===== src/rtl/arm_pkg.sv =====
// Encodings shared by the ARM-subset controller and datapath.
// Covers select codes, ALU ops, flag bit positions, PC constants and the immediate extender.
package arm_pkg;

  typedef enum logic [1:0] {
    ALU_ADD = 2'b00,
    ALU_SUB = 2'b01,
    ALU_AND = 2'b10,
    ALU_ORR = 2'b11
  } alu_op_e;

  typedef enum logic [1:0] {
    IMM_8    = 2'b00,
    IMM_12   = 2'b01,
    IMM_BR   = 2'b10,
    IMM_ZERO = 2'b11
  } imm_src_e;

  typedef enum logic [1:0] {
    RES_ALUOUT  = 2'b00,
    RES_DATA    = 2'b01,
    RES_ALU     = 2'b10,
    RES_ALU_ALT = 2'b11
  } result_src_e;

  typedef enum logic [1:0] {
    SRCA_A          = 2'b00,
    SRCA_PC         = 2'b01,
    SRCA_ALUOUT     = 2'b10,
    SRCA_ALUOUT_ALT = 2'b11
  } srca_e;

  typedef enum logic [1:0] {
    SRCB_WD       = 2'b00,
    SRCB_IMM      = 2'b01,
    SRCB_FOUR     = 2'b10,
    SRCB_FOUR_ALT = 2'b11
  } srcb_e;

  localparam logic [3:0]  REG_PC  = 4'd15;
  localparam logic [31:0] PC_STEP = 32'd4;

  localparam int FLAG_N = 3;
  localparam int FLAG_Z = 2;
  localparam int FLAG_C = 1;
  localparam int FLAG_V = 0;

  function automatic logic [31:0] extend(input logic [23:0] imm, input imm_src_e src);
    logic [31:0] ext;
    ext = 32'h0;
    case (src)
      IMM_8:   ext = {24'h0, imm[7:0]};
      IMM_12:  ext = {20'h0, imm[11:0]};
      IMM_BR:  ext = {{6{imm[23]}}, imm, 2'b00};
      default: ext = 32'h0;
    endcase
    return ext;
  endfunction

endpackage


===== src/rtl/datapath_if.sv =====
// Controller/memory-facing bundle of the multicycle datapath.
// Master drives strobes, selects and read data; slave returns address, store data, IR and flags.
interface datapath_if;
  import arm_pkg::*;

  logic        PCWrite;
  logic        IRWrite;
  logic        RegWrite;
  logic        AdrSrc;
  logic [1:0]  RegSrc;
  srca_e       ALUSrcA;
  srcb_e       ALUSrcB;
  result_src_e ResultSrc;
  imm_src_e    ImmSrc;
  alu_op_e     ALUControl;
  logic [31:0] ReadData;
  logic [31:0] Adr;
  logic [31:0] WriteData;
  logic [31:0] Instr;
  logic [3:0]  ALUFlags;

  modport master (
    output PCWrite, IRWrite, RegWrite, AdrSrc, RegSrc, ALUSrcA, ALUSrcB,
           ResultSrc, ImmSrc, ALUControl, ReadData,
    input  Adr, WriteData, Instr, ALUFlags
  );

  modport slave (
    input  PCWrite, IRWrite, RegWrite, AdrSrc, RegSrc, ALUSrcA, ALUSrcB,
           ResultSrc, ImmSrc, ALUControl, ReadData,
    output Adr, WriteData, Instr, ALUFlags
  );

endinterface


===== src/rtl/datapath_regfile.sv =====
// R0-R14 storage with two async read ports; address 15 reads the r15 bypass input.
// Writes land at the clock edge; writes to 15 are dropped; no backpressure.
module regfile
  import arm_pkg::*;
(
  input  logic        clk,
  input  logic        reset,
  input  logic        we,
  input  logic [3:0]  wa,
  input  logic [31:0] wd,
  input  logic [3:0]  ra1,
  input  logic [3:0]  ra2,
  input  logic [31:0] r15,
  output logic [31:0] rd1,
  output logic [31:0] rd2
);

  logic [31:0] mem [0:14];

  always_ff @(posedge clk or negedge reset) begin
    if (!reset) begin
      for (int i = 0; i < 15; i++) mem[i] <= '0;
    end else if (we && (wa != REG_PC)) begin
      mem[wa] <= wd;
    end
  end

  assign rd1 = (ra1 == REG_PC) ? r15 : mem[ra1];
  assign rd2 = (ra2 == REG_PC) ? r15 : mem[ra2];

endmodule


===== src/rtl/datapath.sv =====
// Multicycle ARM-subset datapath: PC, IR, Data, A, WriteData, ALUOut, register file, extender, ALU.
// Adr/ALUFlags/Result are same-cycle combinational; registers update on the edge; no backpressure.
module datapath
  import arm_pkg::*;
#(
  parameter logic [31:0] RESET_PC = 32'h0000_0000
) (
  input logic       clk,
  input logic       reset,
  datapath_if.slave dp
);

  logic [31:0] pc, ir, data, a, wdata, aluout;
  logic [31:0] rd1, rd2, ext_imm, src_a, src_b, src_b_eff, alu_result, result;
  logic [32:0] sum;
  logic [3:0]  ra1, ra2, flags;
  logic        is_sub, is_arith;

  assign ra1 = dp.RegSrc[0] ? REG_PC : ir[19:16];
  assign ra2 = dp.RegSrc[1] ? ir[15:12] : ir[3:0];

  regfile u_regfile (
    .clk (clk),
    .reset (reset),
    .we  (dp.RegWrite),
    .wa  (ir[15:12]),
    .wd  (result),
    .ra1 (ra1),
    .ra2 (ra2),
    .r15 (result),
    .rd1 (rd1),
    .rd2 (rd2)
  );

  always_ff @(posedge clk or negedge reset) begin
    if (!reset) begin
      pc     <= RESET_PC;
      ir     <= '0;
      data   <= '0;
      a      <= '0;
      wdata  <= '0;
      aluout <= '0;
    end else begin
      if (dp.PCWrite) pc <= result;
      if (dp.IRWrite) ir <= dp.ReadData;
      data   <= dp.ReadData;
      a      <= rd1;
      wdata  <= rd2;
      aluout <= alu_result;
    end
  end

  always_comb begin
    ext_imm    = extend(ir[23:0], dp.ImmSrc);
    src_a      = aluout;
    src_b      = PC_STEP;
    alu_result = '0;
    result     = '0;
    flags      = '0;

    case (dp.ALUSrcA)
      SRCA_A:  src_a = a;
      SRCA_PC: src_a = pc;
      default: src_a = aluout;
    endcase

    case (dp.ALUSrcB)
      SRCB_WD:  src_b = wdata;
      SRCB_IMM: src_b = ext_imm;
      default:  src_b = PC_STEP;
    endcase

    // SUB is ADD of the inverted operand with carry-in, so C means "no borrow".
    is_sub    = (dp.ALUControl == ALU_SUB);
    is_arith  = (dp.ALUControl == ALU_ADD) || is_sub;
    src_b_eff = is_sub ? ~src_b : src_b;
    sum       = {1'b0, src_a} + {1'b0, src_b_eff} + {32'd0, is_sub};

    case (dp.ALUControl)
      ALU_AND: alu_result = src_a & src_b;
      ALU_ORR: alu_result = src_a | src_b;
      default: alu_result = sum[31:0];
    endcase

    flags[FLAG_N] = alu_result[31];
    flags[FLAG_Z] = (alu_result == 32'h0);
    flags[FLAG_C] = is_arith & sum[32];
    flags[FLAG_V] = is_arith & (src_a[31] == src_b_eff[31]) & (alu_result[31] != src_a[31]);

    case (dp.ResultSrc)
      RES_ALUOUT: result = aluout;
      RES_DATA:   result = data;
      default:    result = alu_result;
    endcase
  end

  assign dp.Adr       = dp.AdrSrc ? result : pc;
  assign dp.WriteData = wdata;
  assign dp.Instr     = ir;
  assign dp.ALUFlags  = flags;

endmodule


===== src/flat_wrapper.sv =====
// flat-port wrapper written by rule: the top's interface ports become plain ports
module datapath_flat import arm_pkg::*;
#(
  parameter logic [31:0] RESET_PC = 32'h0000_0000
)
  (clk, reset, dp_PCWrite, dp_IRWrite, dp_RegWrite, dp_AdrSrc, dp_RegSrc, dp_ALUSrcA, dp_ALUSrcB, dp_ResultSrc, dp_ImmSrc, dp_ALUControl, dp_ReadData, dp_Adr, dp_WriteData, dp_Instr, dp_ALUFlags);
  datapath_if dp_i ();
  input logic clk;
  input logic reset;
  input wire logic [$bits(dp_i.PCWrite)-1:0] dp_PCWrite;
  input wire logic [$bits(dp_i.IRWrite)-1:0] dp_IRWrite;
  input wire logic [$bits(dp_i.RegWrite)-1:0] dp_RegWrite;
  input wire logic [$bits(dp_i.AdrSrc)-1:0] dp_AdrSrc;
  input wire logic [$bits(dp_i.RegSrc)-1:0] dp_RegSrc;
  input wire logic [$bits(dp_i.ALUSrcA)-1:0] dp_ALUSrcA;
  input wire logic [$bits(dp_i.ALUSrcB)-1:0] dp_ALUSrcB;
  input wire logic [$bits(dp_i.ResultSrc)-1:0] dp_ResultSrc;
  input wire logic [$bits(dp_i.ImmSrc)-1:0] dp_ImmSrc;
  input wire logic [$bits(dp_i.ALUControl)-1:0] dp_ALUControl;
  input wire logic [$bits(dp_i.ReadData)-1:0] dp_ReadData;
  output wire logic [$bits(dp_i.Adr)-1:0] dp_Adr;
  output wire logic [$bits(dp_i.WriteData)-1:0] dp_WriteData;
  output wire logic [$bits(dp_i.Instr)-1:0] dp_Instr;
  output wire logic [$bits(dp_i.ALUFlags)-1:0] dp_ALUFlags;
  assign dp_i.PCWrite = dp_PCWrite;
  assign dp_i.IRWrite = dp_IRWrite;
  assign dp_i.RegWrite = dp_RegWrite;
  assign dp_i.AdrSrc = dp_AdrSrc;
  assign dp_i.RegSrc = dp_RegSrc;
  assign dp_i.ALUSrcA = dp_ALUSrcA;
  assign dp_i.ALUSrcB = dp_ALUSrcB;
  assign dp_i.ResultSrc = dp_ResultSrc;
  assign dp_i.ImmSrc = dp_ImmSrc;
  assign dp_i.ALUControl = dp_ALUControl;
  assign dp_i.ReadData = dp_ReadData;
  assign dp_Adr = dp_i.Adr;
  assign dp_WriteData = dp_i.WriteData;
  assign dp_Instr = dp_i.Instr;
  assign dp_ALUFlags = dp_i.ALUFlags;
  datapath #(.RESET_PC(RESET_PC)) u_core (.clk(clk), .reset(reset), .dp(dp_i));
endmodule

===== config.mk =====
export PLATFORM = sky130hd
export DESIGN_NAME = datapath_flat
export DESIGN_NICKNAME = d
export VERILOG_FILES = /design/src/rtl/arm_pkg.sv /design/src/rtl/datapath_if.sv /design/src/rtl/datapath_regfile.sv /design/src/rtl/datapath.sv /design/src/flat_wrapper.sv
export SDC_FILE = /design/constraint.sdc
export NUM_CORES = 2
export LEC_CHECK = 0
export CAP_MARGIN = 20
export CORE_UTILIZATION = 56
export CTS_CLUSTER_SIZE = 28
export DETAILED_ROUTE_END_ITERATION = 10
export PLACE_DENSITY = 0.77
export SYNTH_ARGS = -nofsm -noshare
export SYNTH_HDL_FRONTEND = slang
export SYNTH_SLANG_ARGS = --single-unit

===== constraint.sdc =====
create_clock -name clk -period 5.8 [get_ports clk]
set_input_delay 0.58 -clock clk [delete_from_list [all_inputs] [get_ports clk]]
set_output_delay 0.58 -clock clk [all_outputs]
set_load 0.01 [all_outputs]

Yosys cells after proc, flatten, opt, wreduce, memory -nomap -nowiden --
Cells that the tools add are included.
Cells by class: equality and inequality tests 13, bitwise logic cells 9, order comparisons 4, multipliers 0, divide/modulo/power cells 0, reductions and logical operators 9, shift-type cells 0, add/sub/neg operators 2, multiplexer cells 20
Operator list (count):
- 480-bit bitwise mux | 1
- 32-bit 2-to-1 mux | 9
- 32-bit binary-select mux with 4-bit select | 2
- 32-bit one-hot mux with 2 select lines | 4
- 32-bit demux with 4-bit select | 1
- 32-bit one-hot mux with 3 select lines | 1
- 32-bit by 32-bit adder with 33-bit output | 1
- 33-bit by 1-bit adder with 33-bit output | 1
- 32-bit AND | 1
- 32-bit zero test | 1
- 32-bit inverter | 1
- 32-bit OR | 1
- 5-bit greater-or-equal comparator, second input constant | 3
- 4-bit inverter with 5-bit output | 3
- 2-bit by 1-bit equality test with 1-bit output, second input constant | 5
- 2-bit zero test | 5
- 4-bit equality test, second input constant | 2
- 4-bit 2-to-1 mux | 2
- 2-bit equality test, second input constant | 3
- 5-bit by 1-bit < comparator with 1-bit output, second input constant | 1
- 4-bit inequality test, second input constant | 1
- 1-bit AND | 3
- 1-bit logical AND | 2
- 1-bit equality test | 1
- other kinds (2) | 2
Storage, ports and cells: RAM bits 0, memories kept 0, word-level logic and storage cells 78, bits in latches 0, ROM bits 0, register bits after elaboration 672, output and inout port bits 100

Longest topological paths before layout --
word-level depth 10, mapped depth 20, gate-level depth less buffers 16

Cells and area by module --
Synthesis repeated with hierarchy kept, for this count alone.
Unflattened totals: cell total of the unflattened synthesis 2897, area total of the unflattened synthesis 36900.4 um2
Modules (own cells, without submodules):
- regfile | sequential area each 12011.5 um2, cells each 1834, area an instance 26027.5 um2, times used 1
- datapath | sequential area each 4804.6 um2, cells each 1063, area an instance 10872.9 um2, times used 1

Worst setup path before layout --
OpenSTA, ideal clock, no wires.
path type in2out, from in dp_ALUControl[1], to out dp_Adr[28], data required time 5220 ps, setup slack 102 ps, stages on the path 19, arrival 5118 ps, buffers on the path 7, cells stage by stage clkbuf_1 buf_1 clkbuf_1 buf_1 nor2_1 buf_1 xnor2_1 ha_1 clkbuf_1 and4_1 nor3_1 or4_4 a31oi_2 o21ai_1 and3_1 o31a_1 mux2_4 buf_6 mux2i_1
On the way: cells in the longest elaborated chain, start to end 7
RTL lines:
- from (decl) | RTL line flat_wrapper.sv:19 | input wire logic [$bits(dp_i.ALUControl)-1:0] dp_ALUControl;
- 2-bit by 1-bit equality test with 1-bit output | RTL line datapath.sv:74 | is_sub = (dp.ALUControl == ALU_SUB);
- 32-bit 2-to-1 mux | RTL line datapath.sv:76 | src_b_eff = is_sub ? ~src_b : src_b;
- 32-bit by 32-bit adder with 33-bit output | RTL line datapath.sv:77 | sum = {1'b0, src_a} + {1'b0, src_b_eff} + {32'd0, is_sub};
- 33-bit by 1-bit adder with 33-bit output | RTL line datapath.sv:77
- 32-bit one-hot mux with 2 select lines (*) | RTL line datapath.sv:79 | case (dp.ALUControl)
- 32-bit one-hot mux with 2 select lines (*) | RTL line datapath.sv:90 | case (dp.ResultSrc)
- 32-bit 2-to-1 mux (*) | RTL line datapath.sv:97 | assign dp.Adr = dp.AdrSrc ? result : pc;
- to (decl) | RTL line flat_wrapper.sv:21 | output wire logic [$bits(dp_i.Adr)-1:0] dp_Adr;
Every way passes the cells marked *; elsewhere a longest branch is shown, timed or not.

Worst setup path after layout --
from reg u_core.ir[0] (netlist: u_core.dp.Instr[0]), to out dp_ALUFlags[2]
On the way: cells in the longest elaborated chain, start to end 8
RTL lines:
- from (decl) | RTL line datapath.sv:13 | logic [31:0] pc, ir, data, a, wdata, aluout;
- from (signal assigned) | RTL line datapath.sv:45 | if (dp.IRWrite) ir <= dp.ReadData;
- 32-bit one-hot mux with 3 select lines (*) | RTL line arm_pkg.sv:51 | case (src)
- 32-bit one-hot mux with 2 select lines (*) | RTL line datapath.sv:67 | case (dp.ALUSrcB)
- 32-bit inverter | RTL line datapath.sv:76
- 32-bit 2-to-1 mux (*) | RTL line datapath.sv:76
- 32-bit by 32-bit adder with 33-bit output (*) | RTL line datapath.sv:77
- 33-bit by 1-bit adder with 33-bit output (*) | RTL line datapath.sv:77
- 32-bit one-hot mux with 2 select lines (*) | RTL line datapath.sv:79
- net u_core.alu_result[18] | RTL line datapath.sv:14 | logic [31:0] rd1, rd2, ext_imm, src_a, src_b, src_b_eff, alu_result, result;
- 32-bit zero test (*) | RTL line datapath.sv:86 | flags[FLAG_Z] = (alu_result == 32'h0);
- to (decl) | RTL line flat_wrapper.sv:24 | output wire logic [$bits(dp_i.ALUFlags)-1:0] dp_ALUFlags;
The timed path passes the listed nets; every way through them passes the cells marked *.

==> reports/qor.yml <==
timing.fmax_ghz: 0.177
synth_compound_area_share_pct: 17.9
clockBufferDepth: 3
synth_mux_area_share_pct: 11.9
synthesis.nets: 4312
worstPathArrival_ps: 5080
synth-seq-area-share_pct: 45.6
reg2regPathDepth: 17
cp.depth: 17
post_synth_and_or_nand_nor_area_fraction_pct: 17.0
synth_most_common_cell: "nand2_1"
wl_met3_microns: 15300
crit_end: "dp_ALUFlags[2]"
hold_viol: 0
wire_per_inst_microns: 23.8
p_per_area_nw_per_um2: 475
antenna_found_initial: 4
status: "completed"
finalWeightedCongestion: 0.973
cts-root-buf: "clkbuf_16"
clk_pin_slew_ps: 60
fp.dieH_microns: 258
grt_usage_pct: 37.3
fin_nets: 4434
path_delay_family: "simple AND/OR/NAND/NOR gates"
syn_inst: 4230
wl_met2_microns: 55500
yosys_register_bits: 672
start_util_pct: 56.9
synth.area.top_cells: "dfrtp_1 46%, nand2_1 10%, o21ai_0 7.8%"
yosys_warnings: 0
crit_path_end_kind: "output port"
rsz0062_at_grt: "false"
dpl.hpwl_microns: 77500
async_reset_ff_share_pct: 100
drive_gt1_share_pct: 13.4
netlist.area_leader.share_pct: 45.6
crit_required_ps: 5220
slowest_stage: "dfrtp_1"
p_leak_nw: 19.5
drc: 0
yosys.cell_types.count: 87
synth_top_family_by_area: "compound AO/OA/AOI/OAI gates"
grt_pass1_vias: 32286
reg2reg_from: "u_core.dp.Instr[0]"
critPathMostFrequentCell: "buf_4"
yosys.area.top_type: "dfrtp_1"
totalWireLength_microns: 125000
whs_ps: 434
grt-ovfl-total: 0
synth_ff_type: "dfrtp_1"
timing.rr.end: "u_core.a[28]"
cp_cell_sequence: "buf_4 > nand3b_1 > a41oi_1 > xor2_1 > ha_1 > a21o_1 > and4_1 > nor3_2 > or3_1 > a311o_1 > o311a_1 > nor4_1 > buf_4 > nand4_1 > nor4_1 > buf_4 > dlygate4sd2_1"
path_max_fanout: 5
synth_common_cells: "1022 x nand2_1, 672 x dfrtp_1, 576 x o21ai_0, 289 x clkbuf_1, 281 x mux2i_1"
syn2layout_area_growth_pct: 16.5
fin_tns_setup_ps: 0
fp-row-count: 93
viasPerCell: 6.43
r2r_slack_ps: 1340
period_minus_slack_ps: 5660
min_path_type: "in -> reg"
min_period_over_period_pct: 97.6
critPathBufInv: 4
slew_headroom_pct: 26.4
crit_path_max_incr_delay_ps: 410
clk_latency_ps: 630
dp.cells: 5130
fp.dieArea_sq_um: 66800
stdcell_count: 5264
tritoncts: "done"
final.fill_count: 5149
core_area_sq_um: 64700
drt-met1-wl_microns: 49000
synth_area_per_cell_sq_um: 8.71
antenna_left: 0
tightest_slew_ps: 1100
drtIter0Drc: 4543
crit_start: "u_core.dp.Instr[0]"
clkSinkCount: 672
synth-adder-area-share_pct: 1.87
top_layer: "met5"
total_power_mw: 20.4
die_w_microns: 258
htree_levels: 3
startpoint_type: "register"
synth-edff-count: 0
fin_skew_ps: 29.9
first_pass_iters: 8
vias: 33834
vdd.ir_drop.worst_v: 0.000236
grt_pass1_wl_microns: 192000
pin_count: 150
netlist_area_sq_um: 36800
numCtsBuffers: 72
drv_slew: 0
synth_xor_area_share_pct: 1.16
grt_max_degree: 124
setup_viol: 0
timing_worst_setup_path_type: "reg -> out"
io_buffers: 149
cap_violations: 0
## worst min-delay path by stage
stage | startpoint | end | slack (ps) | cells after the start
after floorplan | reset | u_core.a[0] | 280 | 0
after global placement | u_core.u_regfile.mem[131] | u_core.u_regfile.mem[131] | 480 | 2
after detailed placement | u_core.u_regfile.mem[142] | u_core.u_regfile.mem[142] | 490 | 2
after CTS | dp_ReadData[23] | u_core.data[23] | 410 | 1
after global routing | dp_ReadData[28] | u_core.data[28] | 420 | 1
final | dp_ReadData[28] | u_core.data[28] | 430 | 1
## area by class of cell
class	instances	area (sq um)	area share, %
multi-input combinational	3128	18600	43.3
sequential	672	16800	39.2
timing repair buffer	416	3660	8.52
tap	855	1070	2.49
inverter	62	233	0.542
antenna	1	2.50	0.00583
clock buffer	109	2210	5.14
clock inverter	21	334	0.778
## per-layer routing
metal	GRT usage, %	vias to the layer above
li1	-	15066
met1	50.6	16258
met2	56.4	2048
met3	9.47	456
met4	17.2	6
met5	0	-
## registers in the layout, summed over array words and instances, names as in the netlist
name,count
u_core.data,32
u_core.u_regfile.mem,480
u_core.dp.Instr,32
u_core.dp.WriteData,32
u_core.a,32
u_core.pc,32
u_core.aluout,32
## report_power, final
| part | leakage, nW | internal (mW) | total, mW | switching, mW |
|---|---|---|---|---|
| sequential | 8.57 | 6.51 | 7.96 | 1.45 |
| clock | 1.24 | 2.99 | 4.94 | 1.95 |
| combinational | 9.66 | 3.16 | 7.49 | 4.33 |
## per-stage QoR
step	setup slack (ps)	utilization [%]	cell area, sq um
floorplan	102	-	36800
global placement	-283	62.2	40300
detailed placement	-346	62.2	40300
CTS	7.58	66.3	42900
global route	2.25	66.3	42900
finish	141	66.3	42900
## layout by cell type (no fill, tap or decap), types with 31 or more instances in the layout
master           count
nand2_1           1010
dfrtp_1            669
o21ai_0            574
mux2i_1            277
buf_4              249
nand3_1            221
a21oi_1            215
clkdlybuf4s50_1    131
nor2_1             106
mux2_2             105
clkbuf_16           76
inv_1               60
o221ai_1            44
nor3_1              40
a22oi_1             33
a311oi_1            33
o22ai_1             32
ha_1                31
## kinds of logic after synthesis
logic type / after synthesis
and+or+nand+nor: 1493
DFF: 672
xor gates and xnor gates: 49
buffers and inverters: 430
adders and majority gates: 60
AOI/OAI and AO/OA: 1121
muxes: 405
## repair_timing
action	CTS	global route
gates resized for setup	18	9
endpoints found under the hold margin	60	0
pin swaps	5	4
hold buffers	1	0
setup buffers	1	0
setup endpoints to repair	10	20
No activity file was read; power rests on OpenSTA's default activity.
